## src/rtl/seg_execute_alu_issue.sv

```systemverilog
// Execute-stage ALU issuer: decodes ALUOp/funct, registers operands in ID/EX and captures the ALU result in EX/MEM.
// Optional macro ALU_ISSUE_NOR_EN adds the nor function (funct 100111 -> 1100).
module seg_execute_alu_issue #(
    parameter int NB_DATA   = 32,
    parameter int NB_ALUCTL = 4,
    parameter int NB_CNT    = 16
) (
    input  logic                 i_clk,
    input  logic                 i_rst_n,
    input  logic                 i_valid,
    input  logic [1:0]           i_ALUOp,
    input  logic [5:0]           i_funct,
    input  logic                 i_ALUSrc,
    input  logic                 i_branch,
    input  logic [NB_DATA-1:0]   i_rs_data,
    input  logic [NB_DATA-1:0]   i_rt_data,
    input  logic [NB_DATA-1:0]   i_imm,
    input  logic                 i_stall,
    input  logic                 i_flush,
    input  logic [NB_DATA-1:0]   i_ALUOut,
    input  logic                 i_zero,
    output logic [NB_ALUCTL-1:0] o_ALUctl,
    output logic [NB_DATA-1:0]   o_data_a,
    output logic [NB_DATA-1:0]   o_data_b,
    output logic                 o_ex_valid,
    output logic                 o_illegal,
    output logic [NB_DATA-1:0]   o_mem_result,
    output logic                 o_mem_zero,
    output logic                 o_mem_valid,
    output logic                 o_branch_taken,
    output logic [NB_CNT-1:0]    o_issue_cnt
);

    localparam logic [NB_ALUCTL-1:0] CTL_AND = NB_ALUCTL'(4'b0000);
    localparam logic [NB_ALUCTL-1:0] CTL_OR  = NB_ALUCTL'(4'b0001);
    localparam logic [NB_ALUCTL-1:0] CTL_ADD = NB_ALUCTL'(4'b0010);
    localparam logic [NB_ALUCTL-1:0] CTL_SUB = NB_ALUCTL'(4'b0110);
    localparam logic [NB_ALUCTL-1:0] CTL_SLT = NB_ALUCTL'(4'b0111);
`ifdef ALU_ISSUE_NOR_EN
    localparam logic [NB_ALUCTL-1:0] CTL_NOR = NB_ALUCTL'(4'b1100);
`endif

    typedef struct packed {
        logic                 valid;
        logic                 illegal;
        logic                 branch;
        logic [NB_ALUCTL-1:0] ctl;
        logic [NB_DATA-1:0]   a;
        logic [NB_DATA-1:0]   b;
    } idex_t;

    logic [NB_ALUCTL-1:0] w_ctl;
    logic                 w_illegal;
    idex_t                w_idex_nxt;
    idex_t                r_idex;
    logic [NB_DATA-1:0]   r_mem_result;
    logic                 r_mem_zero;
    logic                 r_mem_valid;
    logic                 r_branch_taken;
    logic [NB_CNT-1:0]    r_cnt;

    // Illegal encodings fall back to add so the ALU still sees a defined code.
    always_comb begin
        w_ctl     = CTL_ADD;
        w_illegal = 1'b0;
        case (i_ALUOp)
            2'b00: w_ctl = CTL_ADD;
            2'b01: w_ctl = CTL_SUB;
            2'b10: begin
                case (i_funct)
                    6'b100000: w_ctl = CTL_ADD;
                    6'b100010: w_ctl = CTL_SUB;
                    6'b100100: w_ctl = CTL_AND;
                    6'b100101: w_ctl = CTL_OR;
                    6'b101010: w_ctl = CTL_SLT;
`ifdef ALU_ISSUE_NOR_EN
                    6'b100111: w_ctl = CTL_NOR;
`endif
                    default:   w_illegal = 1'b1;
                endcase
            end
            default: w_illegal = 1'b1;
        endcase
    end

    always_comb begin
        w_idex_nxt.valid   = i_valid;
        w_idex_nxt.illegal = w_illegal;
        w_idex_nxt.branch  = i_branch;
        w_idex_nxt.ctl     = w_ctl;
        w_idex_nxt.a       = i_rs_data;
        w_idex_nxt.b       = i_ALUSrc ? i_imm : i_rt_data;
    end

    // Flush outranks stall: a bubble goes in even while the pipe is frozen.
    always_ff @(posedge i_clk or negedge i_rst_n) begin
        if (!i_rst_n) begin
            r_idex <= '0;
        end else if (i_flush) begin
            r_idex.valid   <= 1'b0;
            r_idex.illegal <= 1'b0;
            r_idex.branch  <= 1'b0;
        end else if (!i_stall) begin
            r_idex <= w_idex_nxt;
        end
    end

    always_ff @(posedge i_clk or negedge i_rst_n) begin
        if (!i_rst_n) begin
            r_mem_result   <= '0;
            r_mem_zero     <= 1'b0;
            r_mem_valid    <= 1'b0;
            r_branch_taken <= 1'b0;
        end else if (!i_stall) begin
            r_mem_result   <= i_ALUOut;
            r_mem_zero     <= i_zero;
            r_mem_valid    <= r_idex.valid;
            r_branch_taken <= r_idex.valid & r_idex.branch & i_zero;
        end
    end

    always_ff @(posedge i_clk or negedge i_rst_n) begin
        if (!i_rst_n) begin
            r_cnt <= '0;
        end else if (i_valid && !i_stall && !i_flush) begin
            r_cnt <= r_cnt + 1'b1;
        end
    end

    assign o_ALUctl       = r_idex.ctl;
    assign o_data_a       = r_idex.a;
    assign o_data_b       = r_idex.b;
    assign o_ex_valid     = r_idex.valid;
    assign o_illegal      = r_idex.illegal;
    assign o_mem_result   = r_mem_result;
    assign o_mem_zero     = r_mem_zero;
    assign o_mem_valid    = r_mem_valid;
    assign o_branch_taken = r_branch_taken;
    assign o_issue_cnt    = r_cnt;

endmodule

```

## config.mk

```make
export PLATFORM = sky130hd
export DESIGN_NAME = seg_execute_alu_issue
export DESIGN_NICKNAME = d
export VERILOG_FILES = /design/src/rtl/seg_execute_alu_issue.sv
export SDC_FILE = /design/constraint.sdc
export NUM_CORES = 1
export LEC_CHECK = 0
export CORE_MARGIN = 3
export CORE_UTILIZATION = 41
export CTS_CLUSTER_DIAMETER = 50
export CTS_CLUSTER_SIZE = 25
export DETAILED_ROUTE_END_ITERATION = 10
export PLACE_DENSITY = 0.82
export SLEW_MARGIN = 20
export SYNTH_ARGS = -nofsm -noshare
export SYNTH_HDL_FRONTEND = slang
export SYNTH_SLANG_ARGS = --single-unit
```

## constraint.sdc

```tcl
create_clock -name i_clk -period 1.7 [get_ports i_clk]
set_input_delay 0.17 -clock i_clk [delete_from_list [all_inputs] [get_ports i_clk]]
set_output_delay 0.17 -clock i_clk [all_outputs]
set_load 0.01 [all_outputs]
```

==> impl_metrics.yaml <==
die:
  coreArea_um2: 12900
  die-area_um2: 15000
  die_w_um: 122
  die_h_um: 122
  initial_utilization: 0.430
  rows: 41
  pin_count: 265
power_and_ir_drop:
  p_leak_nw: 3.65
  p_total_w: 0.00924
  power_density_nw_per_um2: 1080
  ir_drop_uv: 637
logic_synthesis:
  netlist_instances: 454
  synth-edff-count: 0
  syn_area_um2: 5560
  synth_nets: 602
  ys.flop_type: "dfrtp_1"
  ys_ff_latch: 121
  synthArstFlopShare: 1.00
  synth_area_per_cell_um2: 12.3
  synth_cell_type_count: 31
  yosysSeqAreaShare: 0.544
  ys_warn_count: 0
detailed_routing:
  wl_um: 13700
  drc: 0
  vias_per_cell: 4.73
  drt_iter0_drc: 131
  num_vias: 3994
  wl_per_cell_um: 16.2
  antenna_left: 0
  drt-pass1-iter-count: 4
worst_setup_path:
  crit_family: "buffers and inverters"
  slowest_stage: "clkdlybuf4s50_1"
  cpPeakStageDelay_ns: 0.59
  crit_type: "flip-flop to output port"
  cp_data_arrival_time_ns: 1.44
  path_buf_inv: 1
  crit_path_max_fanout: 5
  path_cells: "clkdlybuf4s50_1"
  worst_ep_required_time_ns: 1.53
  endpoint_kind: "output port"
  crit_path_start_kind: "flip-flop"
sta:
  finalClockSkew_ns: 0.00378
  hold_violations: 0
  fmax_mhz: 620
  setup-tns-final_ns: 0
  report.final.slew_viol_count: 0
  fin_crit_sh: 0.949
  setup_viol: 0
  min_period_ns: 1.61
  rsz0062_at_grt: "false"
clock_network:
  cts_tree: "built"
  cts_setup_buffers: 0
  cts.clk_slew.worst_paths_ns: 0.05
  root_buffer: "clkbuf_16"
  worstSkewPairLatency_ns: 0.41
  cts.htree.levels: 4
  cts.sinks: 121
  clock_path_buffers: 2
  cts-buffers-inserted: 17
grt:
  antenna_found_initial: 0
  grt_pass1_wl_um: 21400
  grt_pass1_vias: 4368
  grt.total_usage: 0.185
  grt_max_degree: 49
  gr-total-overflow: 0
cells_and_area:
  post-route-util: 0.664
  drive_above_1_share: 0.144
  nets: 809
  diodes: 0
  syn_to_final_growth_pct: 54.4
placed_design:
  dp_hpwl_um: 10600
  place_congestion: 0.742
  io_buffer_count: 263
min_path:
  hold_path_class: "input port to asynchronous set/reset pin"
job:
  maxCapViolations: 0
outcome:
  run_status: "finished clean"
## placed cells by master, fill, tap and decap left out, types with 6 or more instances in the layout
cell type,n
nor2_1,46
clkbuf_16,17
buf_12,6
nand2_1,8
buf_4,7
clkdlybuf4s50_1,260
nand3_1,8
mux2i_1,35
mux2_1,20
dfrtp_1,120
mux2_2,47
a21oi_1,34
xor2_1,9
xnor2_1,6
## logic make-up after synthesis
logic type	Yosys count	synth area share
compound gates	40	0.0378
fa+ha+maj	4	0.00900
mux	102	0.199
other cells	1	0.000674
buf+inv	93	0.115
simple gates	78	0.0706
flops	121	0.544
xor+xnor	15	0.0236
## layer usage
layer  up-vias  routed length [um]  global-route usage
li1       1885                   -                   -
met1      1904                4810               0.191
met2       183                7100               0.328
met3        22                1480              0.0793
met4         0                 258              0.0770
met5         -                   0                   0
## cell usage after synthesis (all sizes together), types with 4 or more instances
library cell	number	share of area
dfrtp	121	0.54
buf	85	0.11
mux2	67	0.14
nor2	47	0.032
mux2i	35	0.063
a21oi	34	0.031
xor2	9	0.014
nand2	8	0.0054
nand3	8	0.0072
xnor2	6	0.0094
inv	5	0.0034
ha	4	0.0090
nand4	4	0.0072
## area by class of cell
cell class	instances	area, um2
Inverter	5	18.8
Multi-Input combinational cell	240	1900
Clock buffer	22	484
Tap cell	172	215
Fill cell	946	4340
Clock inverter	8	143
Timing Repair Buffer	276	2800
Sequential cell	121	3030
## what timing repair did
item,CTS,global route
setup endpoints to repair,0,1
resized for setup,0,1
hold buffers,1,0
endpoints found under the hold margin,28,0
## worst paths after layout
check,to,slack (ns),start,cells after the start
hold reg to reg,o_issue_cnt[15],0.47,o_issue_cnt[15],1
setup / recovery,o_issue_cnt[1],0.09,o_issue_cnt[1],1
hold / removal,o_data_b[20],0.27,i_rst_n,2
min in group i_clk,o_issue_cnt[0],0.31,i_stall,4
setup reg to reg,o_issue_cnt[8],0.32,o_issue_cnt[3],4
max in group asynchronous,o_data_a[5],0.84,i_rst_n,3
## state kept, by name, indices dropped and copies added (netlist names)
register / cells
o_ALUctl: 3
o_branch_taken: 1
o_data_a: 32
o_data_b: 32
o_ex_valid: 1
o_illegal: 1
o_issue_cnt: 16
o_mem_result: 32
o_mem_valid: 1
o_mem_zero: 1
r_idex: 1
## metrics by stage
| step | area (um2) | std cells | setup slack [ns] | hold slack, ns |
|---|---|---|---|---|
| 6_report | 8590 | 844 | 0.0863 | 0.268 |
| 2_1_floorplan | 5560 | 454 | 0.456 | -0.126 |
| 3_5_place_dp | 7950 | 813 | 0.0111 | 0.148 |
| 5_1_grt | 8590 | 844 | 0.00179 | 0.287 |
| 3_3_place_gp | 7950 | 813 | 0.0564 | 0.138 |
| 4_1_cts | 8580 | 844 | 0.00303 | 0.265 |
## report_power, final
| part | internal [W] | total, W | switching [W] | leakage (nW) |
|---|---|---|---|---|
| combinational | 0.00123 | 0.00196 | 0.000730 | 1.92 |
| sequential | 0.00325 | 0.00351 | 0.000260 | 1.42 |
| clock | 0.00258 | 0.00377 | 0.00119 | 0.308 |
(Power assumes the default switching activity.)
